===== src/rtl/pll_rst_seq.sv =====
// pll_rst_seq: reset sequencer for the pll0 clock wrapper, running on the board reference clock
// Ports:
//   clk          board reference clock (same net as pll0 refclk)
//   rst_n        asynchronous active-low power-on reset
//   btn_rst_n    raw push-button reset, active low, asynchronous and bouncy
//   sw_rst_req   software/debug reset request level, rising edge restarts the sequence
//   pll_reset_o  active-high reset to pll0
//   sys_rst_n_o  registered active-low SoC reset request, synchronous to clk only
//   busy_o       high whenever the sequencer is not in RUN
//   state_o      0=PLL_RST 1=PLL_WAIT 2=RUN
module pll_rst_seq #(
    parameter int PLL_RST_CYCLES   = 240,
    parameter int LOCK_WAIT_CYCLES = 24000,
    parameter int DEBOUNCE_CYCLES  = 240000,
    parameter int CNT_W            = 18
) (
    input  logic       clk,
    input  logic       rst_n,
    input  logic       btn_rst_n,
    input  logic       sw_rst_req,
    output logic       pll_reset_o,
    output logic       sys_rst_n_o,
    output logic       busy_o,
    output logic [1:0] state_o
);
    typedef enum logic [1:0] {
        PLL_RST  = 2'd0,
        PLL_WAIT = 2'd1,
        RUN      = 2'd2,
        ILLEGAL  = 2'd3
    } state_t;

    localparam logic [CNT_W-1:0] RST_LAST  = CNT_W'(PLL_RST_CYCLES - 1);
    localparam logic [CNT_W-1:0] WAIT_LAST = CNT_W'(LOCK_WAIT_CYCLES - 1);
    localparam logic [CNT_W-1:0] DEB_LAST  = CNT_W'(DEBOUNCE_CYCLES - 1);

    logic             btn_s1, btn_s2;
    logic             sw_s1, sw_s2, sw_d;
    logic [CNT_W-1:0] deb_cnt;
    logic             btn_press, sw_evt, restart;
    state_t           state, state_nx;
    logic [CNT_W-1:0] cnt, cnt_nx;
    logic             pll_reset_nx, sys_rst_n_nx, busy_nx;

    always_ff @(posedge clk or negedge rst_n) begin
        if (!rst_n) begin
            btn_s1 <= 1'b1;
            btn_s2 <= 1'b1;
            sw_s1  <= 1'b0;
            sw_s2  <= 1'b0;
            sw_d   <= 1'b0;
        end else begin
            btn_s1 <= btn_rst_n;
            btn_s2 <= btn_s1;
            sw_s1  <= sw_rst_req;
            sw_s2  <= sw_s1;
            sw_d   <= sw_s2;
        end
    end

    // deb_cnt counts earlier consecutive low samples and saturates at DEBOUNCE_CYCLES-1,
    // so the current low sample completes the run and asserts btn_press without an extra cycle
    always_ff @(posedge clk or negedge rst_n) begin
        if (!rst_n)
            deb_cnt <= '0;
        else
            deb_cnt <= btn_s2 ? '0 : (deb_cnt == DEB_LAST ? deb_cnt : deb_cnt + 1'b1);
    end

    assign btn_press = !btn_s2 && deb_cnt == DEB_LAST;
    assign sw_evt    = sw_s2 && !sw_d;
    assign restart   = btn_press || sw_evt;

    always_ff @(posedge clk or negedge rst_n) begin
        if (!rst_n) begin
            state       <= PLL_RST;
            cnt         <= '0;
            pll_reset_o <= 1'b1;
            sys_rst_n_o <= 1'b0;
            busy_o      <= 1'b1;
        end else begin
            state       <= state_nx;
            cnt         <= cnt_nx;
            pll_reset_o <= pll_reset_nx;
            sys_rst_n_o <= sys_rst_n_nx;
            busy_o      <= busy_nx;
        end
    end

    // restart has priority over count completion; the illegal encoding falls back to PLL_RST
    always_comb begin
        state_nx = PLL_RST;
        cnt_nx   = '0;
        if (!restart) begin
            case (state)
                PLL_RST: begin
                    state_nx = cnt == RST_LAST ? PLL_WAIT : PLL_RST;
                    cnt_nx   = cnt == RST_LAST ? '0 : cnt + 1'b1;
                end
                PLL_WAIT: begin
                    state_nx = cnt == WAIT_LAST ? RUN : PLL_WAIT;
                    cnt_nx   = cnt == WAIT_LAST ? '0 : cnt + 1'b1;
                end
                RUN:     state_nx = RUN;
                default: state_nx = PLL_RST;
            endcase
        end
    end

    // outputs are decoded from the next state so they register on the same edge as the state
    always_comb begin
        pll_reset_nx = state_nx == PLL_RST;
        sys_rst_n_nx = state_nx == RUN;
        busy_nx      = state_nx != RUN;
    end

    assign state_o = state;
endmodule


===== config.mk =====
export PLATFORM = sky130hd
export DESIGN_NAME = pll_rst_seq
export DESIGN_NICKNAME = d
export VERILOG_FILES = /design/src/rtl/pll_rst_seq.sv
export SDC_FILE = /design/constraint.sdc
export NUM_CORES = 1
export LEC_CHECK = 0
export ABC_AREA = 1
export BUFFER_PORTS_ARGS = -buffer_cell sky130_fd_sc_hd__buf_4
export CAP_MARGIN = 10
export CORE_MARGIN = 2
export CORE_UTILIZATION = 45
export CTS_BUF_LIST = sky130_fd_sc_hd__clkbuf_8
export CTS_CLUSTER_SIZE = 10
export DETAILED_ROUTE_END_ITERATION = 10
export PLACE_DENSITY = 0.6
export REMOVE_ABC_BUFFERS = 1
export SETUP_SLACK_MARGIN = 0.15
export SLEW_MARGIN = 15
export SYNTH_ARGS = -nofsm -noshare
export SYNTH_HDL_FRONTEND = slang
export SYNTH_SLANG_ARGS = --single-unit

===== constraint.sdc =====
create_clock -name clk -period 4.5 [get_ports clk]
set_input_delay 0.225 -clock clk [delete_from_list [all_inputs] [get_ports clk]]
set_output_delay 0.225 -clock clk [all_outputs]
set_load 0.005 [all_outputs]

==> results of run 1 <==
==> path summary, 6_finish.rpt <==
kind / to
hold reg to reg: btn_s2$_DFF_PN1_
setup / recovery: cnt[0]$_DFF_PN0_
min in group asynchronous: deb_cnt[8]$_DFFE_PN0P_
setup reg to reg: cnt[0]$_DFF_PN0_
hold / removal: sw_s1$_DFF_PN0_
max in group asynchronous: btn_s2$_DFF_PN1_
==> flip-flops by register name, indices dropped and copies added (netlist names) <==
signal / flops
cnt: 18
deb_cnt: 18
state_o: 2
btn_s1: 1
btn_s2: 1
busy_o: 1
pll_reset_o: 1
sw_d: 1
sw_s1: 1
sw_s2: 1
sys_rst_n_o: 1
==> logic make-up (layout without fill, tap and decap cells) <==
family | count (synthesis) | in the layout | synth area share [%]
buf+inv | 40 | 52 | 7.325
simple gates | 178 | 178 | 34.53
flops | 46 | 46 | 47.34
xor+xnor | 17 | 17 | 6.097
compound gates | 17 | 17 | 3.688
fa+ha+maj | 2 | 2 | 1.024
==> area by class of cell <==
class                           count  area share, %
Multi-Input combinational cell    214          41.09
Tap cell                           70          3.250
Clock buffer                        6          3.064
Clock inverter                      2          2.228
Timing Repair Buffer                9          2.600
Inverter                           35          4.875
Sequential cell                    46          42.90
==> report_power, final <==
group / leakage, nW / switching (mW) / internal (mW) / total (mW)
clock: 0.0714 / 0.139 / 0.237 / 0.376
combinational: 0.486 / 0.0284 / 0.0184 / 0.0468
sequential: 0.615 / 0.0160 / 0.431 / 0.447
==> per-layer routing <==
layer | share of wire [%] | wire length, µm | track usage [%]
met4 | 0.91 | 40 | 5.893
met3 | 2.7 | 120 | 3.605
met5 | 0 | 0 | 0
met1 | 51 | 2263 | 23.01
met2 | 45 | 1990 | 27.16
==> critical path, cell delays in order (launching register included) <==
cell	delay [ns]
dfstp_2	0.66
clkinv_1	0.28
nand4_1	0.20
nand2_1	0.09
inv_2	0.11
nand2_8	0.13
nor2_1	0.12
==> per-stage QoR <==
step | hold slack, ns | area (µm²) | total power [mW]
after global placement | 0.2632 | 2542 | 0.5010
after global routing | 0.01674 | 2695 | 0.9070
after detailed placement | 0.2708 | 2542 | 0.5027
after CTS | 0.02506 | 2695 | 0.8840
after floorplan | -0.07059 | 2395 | 0.4832
final | 0.03397 | 2695 | 0.8696
==> cell usage in the layout (no fill, tap or decap), drive strengths merged <==
cell type    instances
nand2               67
nor2                66
dfrtp               42
inv                 34
nand3               20
nand4               11
nor3                11
o21ai                9
xnor2                9
xor2                 8
buf                  8
clkbuf               6
a21oi                4
a31oi                4
dfstp                4
or2                  3
ha                   2
bufinv               2
clkinv               1
dlygate4sd3          1
==> timing repair <==
item                                   4_1_cts  5_1_grt
resized for setup                            0        0
endpoints found under the hold margin       42        0
hold buffers                                 1        0
==> run summary, run 1 <==
Netlist cell types - 30
Reg area - 1156 µm²
number of max-slew violations in the final report - 0
fin util - 52.10%
remaining antenna violation count - 0
hold depth - 1
Max Buffers Root-to-Sink - 2
vias per inst - 4.746
unrepaired setup endpoints after global routing - no
CTS tree - done
detailed-route wire length - 4.415 mm
Yosys top cell by area - dfrtp_1
r2r startpoint - btn_s2$_DFF_PN1_
status - finished, final reports clean
Critical Path End Type - flop
Core ar. - 5172 µm²
worst path required time - 4.73 ns
vias in the first global route - 1865
Nets - 317
relative slew slack - 62.09%
Port Buffers - 8
clock root buffer - clkbuf_8
Async SR Flop Fraction - 100.0%
largest cells by area after synthesis - dfrtp_1 (43%), nand2_1 (9.8%), nor2_1 (7.4%), inv_1 (5.1%), dfstp_2 (4.3%)
setup slack after layout - 2.842 ns
Synth Register Bits - 46
Mapped Cells - 300
Num CTS Buffers - 5
commonest cells in the synthesized netlist - nand2_1 (64), nor2_1 (48), dfrtp_1 (42)
largest net degree at the start of global routing - 47
Post-CTS Setup Repair Bufs - 0
Crit path arrival time - 1.89 ns
Hold Crit Start - sw_rst_req
number of fill cells - 487
FP Rows - 26
Netlist Area Pre-Place - 2442 µm²
number of iterations in the first detailed-routing pass - 4
GRT Util Overall - 17.04%
CP Launch Point - btn_s2$_DFF_PN1_
multi-input combinational cell area - 1107 µm²
later-pin clock latency in the skew report - 0.29 ns
Top-Level Pins - 9
antenna violations before repair - 0
min-delay worst type - in -> reg
worst slack, placed - 2.829 ns
first-pass GRT wire length - 8.259 mm
Final Setup Violations - 0
setup slack, reg-to-reg - 2.84 ns
total congestion overflow - 0
CTS clk-pin slew, worst paths - 0.09 ns
Final Critical Period - 1.658 ns
Synth Warn # - 0
DRC - 0
Static Leak - 1.172 nW
Primary FF master, synth - dfrtp_1
Yosys top cell area share - 43.03%
H-tree Lvls - 2
dpl hpwl - 3.140 mm
clock tree sinks - 46
non-filler cells, final - 382
routability congestion estimate - 0.8593
Max VDD drop - 0.2194 mV
clock skew - 0.009048 ns
startpoint class of the critical path - flop
total vias in the final route - 1813
highest clock rate - 603.3 MHz
R2R depth - 6
routed wire length per instance - 11.56 µm
DIE HEIGHT - 77.67 µm
max cap viols - 0
Placed Cells - 373
Post-synth EDFFs - 0
Hold Vio Cnt, Final - 0
PD cells - 322.7 nW/µm²
post-synthesis sequential area ratio - 47.34%
final cycle utilization of the critical path - 36.83%
Inserted Diodes - 0
final setup TNS - 0 ns
Area Growth Syn to Fin - 10.35%
die width - 77.67 µm
CP Class - reg -> reg
initial DRC count - 98
synthesized area per cell - 8.141 µm²
initial cell density of the core - 47.22%
die footprint - 6033 µm²
CP max FO - 18
most frequent cell after synthesis - nand2_1
share of cells above drive strength 1 - 15.38%
worst-margin pin slew - 0.5686 ns
No activity file was read; power rests on OpenSTA's default activity.
==> inputs of run 2 (changes only) <==
--- a/config.mk
+++ b/config.mk
@@ -13,7 +13,7 @@
 export CTS_BUF_LIST = sky130_fd_sc_hd__clkbuf_8
 export CTS_CLUSTER_SIZE = 10
 export DETAILED_ROUTE_END_ITERATION = 10
-export PLACE_DENSITY = 0.6
+export PLACE_DENSITY = 0.62
 export REMOVE_ABC_BUFFERS = 1
 export SETUP_SLACK_MARGIN = 0.15
 export SLEW_MARGIN = 15
==> constraint.sdc (replaced) <==
create_clock -name clk -period 1.5 [get_ports clk]
set_input_delay 0.075 -clock clk [delete_from_list [all_inputs] [get_ports clk]]
set_output_delay 0.075 -clock clk [all_outputs]
set_load 0.005 [all_outputs]
==> run summary, run 2 (synthesis gave the netlist of run 1 again) <==
status - finished, final reports clean
clock tree sinks - 46
Max VDD drop - 0.4282 mV
Num CTS Buffers - 5
highest clock rate - 688.6 MHz
met2 Use GR - 25.43%
most frequent cells in the layout - nand2_1 (59), dfrtp_1 (41), buf_4 (36), nor2_1 (35), inv_1 (34)
final cycle utilization of the critical path - 96.82%
Max Buffers Root-to-Sink - 2
FF-to-FF End - cnt[2]$_DFF_PN0_
total vias in the final route - 2018
Critical Path End Type - flop
startpoint class of the critical path - flop
Total Power - 2.368 mW
FP Rows - 26
Clk pwr share - 32.9%
Final Critical Period - 1.452 ns
Core ar. - 5172 µm²
dpl hpwl - 3.369 mm
Area Growth Syn to Fin - 29.05%
first-pass GRT wire length - 8.597 mm
routed wire length per instance - 12.38 µm
initial DRC count - 93
setup slack, reg-to-reg - 0.05 ns
number of iterations in the first detailed-routing pass - 4
PD cells - 751.3 nW/µm²
Placed Cells - 393
sw frac - 25.35%
worst path required time - 1.69 ns
vias in the first global route - 1896
die width - 77.67 µm
register share of total power - 57.0%
GR Layer Usage met3 - 3.605%
Hold Vio Cnt, Final - 0
share of cells above drive strength 1 - 32.56%
r2r startpoint - deb_cnt[0]$_DFFE_PN0P_
CP max stage delay - 0.42 ns
GRT busiest layer - met1
clock root buffer - clkbuf_8
crit path cell chain - ha_4, nand3_4, nor2_4, nand4_1, nand2_2, inv_8, nand2_8, nor2_2
remaining antenna violation count - 0
Top-Level Pins - 9
Inserted Diodes - 0
worst slack, placed - -0.03025 ns
min-delay worst type - in -> async
die footprint - 6033 µm²
vias per inst - 4.839
H-tree Lvls - 2
worst-margin pin slew - 0.5898 ns
initial cell density of the core - 47.22%
Final Setup Violations - 0
largest net degree at the start of global routing - 47
total congestion overflow - 0
P_sw - 0.6003 mW
met1 Usage GRT - 27.08%
Cell Int Power - 1.768 mW
Logic pwr share - 10.1%
max cap viols - 0
Crit path arrival time - 1.64 ns
CTS clk-pin slew, worst paths - 0.08 ns
Static Leak - 1.357 nW
CP max FO - 6
routability congestion estimate - 0.8528
Critical Path Slowest Stage Cell - dfrtp_1
setup slack after layout - 0.04776 ns
GRT Util Overall - 17.87%
detailed-route wire length - 5.162 mm
unrepaired setup endpoints after global routing - yes
relative slew slack - 60.68%
antenna violations before repair - 0
R2R depth - 8
non-filler cells, final - 417
later-pin clock latency in the skew report - 0.30 ns
Port Buffers - 8
DIE HEIGHT - 77.67 µm
CTS tree - done
commonest non-fill, non-tap cell in the layout - nand2_1
number of max-slew violations in the final report - 0
Nets - 352
CP Class - reg -> reg
clock skew - 0.005062 ns
number of fill cells - 458
DRC - 0
==> run 2: cell types whose count changed in the layout (fill, tap and decap cells not counted), sizes merged <==
cell         change
nand2            +3
dlygate4sd3      +2
buf             +30
clkinv           +1
bufinv           -2
inv              +1
==> run 2: routing by layer <==
metal / part of all wire [%] / routed length (µm)
met5: 0 / 0
met4: 0.97 / 50
met3: 2.9 / 150
met2: 45 / 2316
met1: 51 / 2645
==> run 2: worst max-delay path, delay by kind of cell (launching register included) <==
kind	cells	cell delay, ns
flops	1	0.42
fa+ha+maj	1	0.18
simple gates	6	0.66
buf+inv	1	0.08
==> run 2: through the flow <==
| step | util, % | area, µm² | hold WS (ns) | TNS (ns) |
|---|---|---|---|---|
| CTS | 57.14 | 2955 | 0.3412 | 0 |
| detailed placement | 52.06 | 2693 | 0.1214 | -0.1183 |
| finish | 60.93 | 3152 | 0.3140 | 0 |
| floorplan | - | 2395 | -0.2206 | 0 |
| global placement | 52.06 | 2693 | 0.1158 | -0.03277 |
| global route | 60.93 | 3152 | 0.3692 | -0.5947 |
==> run 2: worst max path at each step <==
stage	start	endpoint
2_1_floorplan	deb_cnt[0]$_DFFE_PN0P_	cnt[4]$_DFF_PN0_
6_report	deb_cnt[0]$_DFFE_PN0P_	cnt[2]$_DFF_PN0_
3_5_place_dp	cnt[0]$_DFF_PN0_	cnt[10]$_DFF_PN0_
4_1_cts	deb_cnt[0]$_DFFE_PN0P_	cnt[5]$_DFF_PN0_
3_3_place_gp	cnt[0]$_DFF_PN0_	cnt[10]$_DFF_PN0_
5_1_grt	deb_cnt[0]$_DFFE_PN0P_	cnt[3]$_DFF_PN0_
==> run 2: final cells by class <==
class / count / area [µm²] / share of cell area, %
inverter: 35 / 138.9 / 4.407
sequential: 46 / 1157 / 36.72
timing repair buffer: 41 / 322.8 / 10.24
multi-input combinational: 217 / 1354 / 42.95
clock buffer: 6 / 82.58 / 2.620
clock inverter: 2 / 8.758 / 0.2779
tap: 70 / 87.58 / 2.779
==> run 2: what timing repair did <==
item | in CTS | in global routing
gates cloned | 3 | 0
hold endpoints to repair | 44 | 0
hold buffers | 3 | 0
resized for setup | 20 | 37
setup buffers | 6 | 5
pin swaps | 12 | 12
endpoints found under the setup margin | 30 | 39
==> run 2: power by group through the flow <==
stage | Clock (mW) | Combinational, mW | Sequential [mW]
final | 0.780 | 0.238 | 1.35
after floorplan | 0 | 0.0955 | 1.35
after CTS | 0.796 | 0.193 | 1.33
after detailed placement | 0 | 0.167 | 1.36
after global routing | 0.847 | 0.268 | 1.36
after global placement | 0 | 0.162 | 1.36
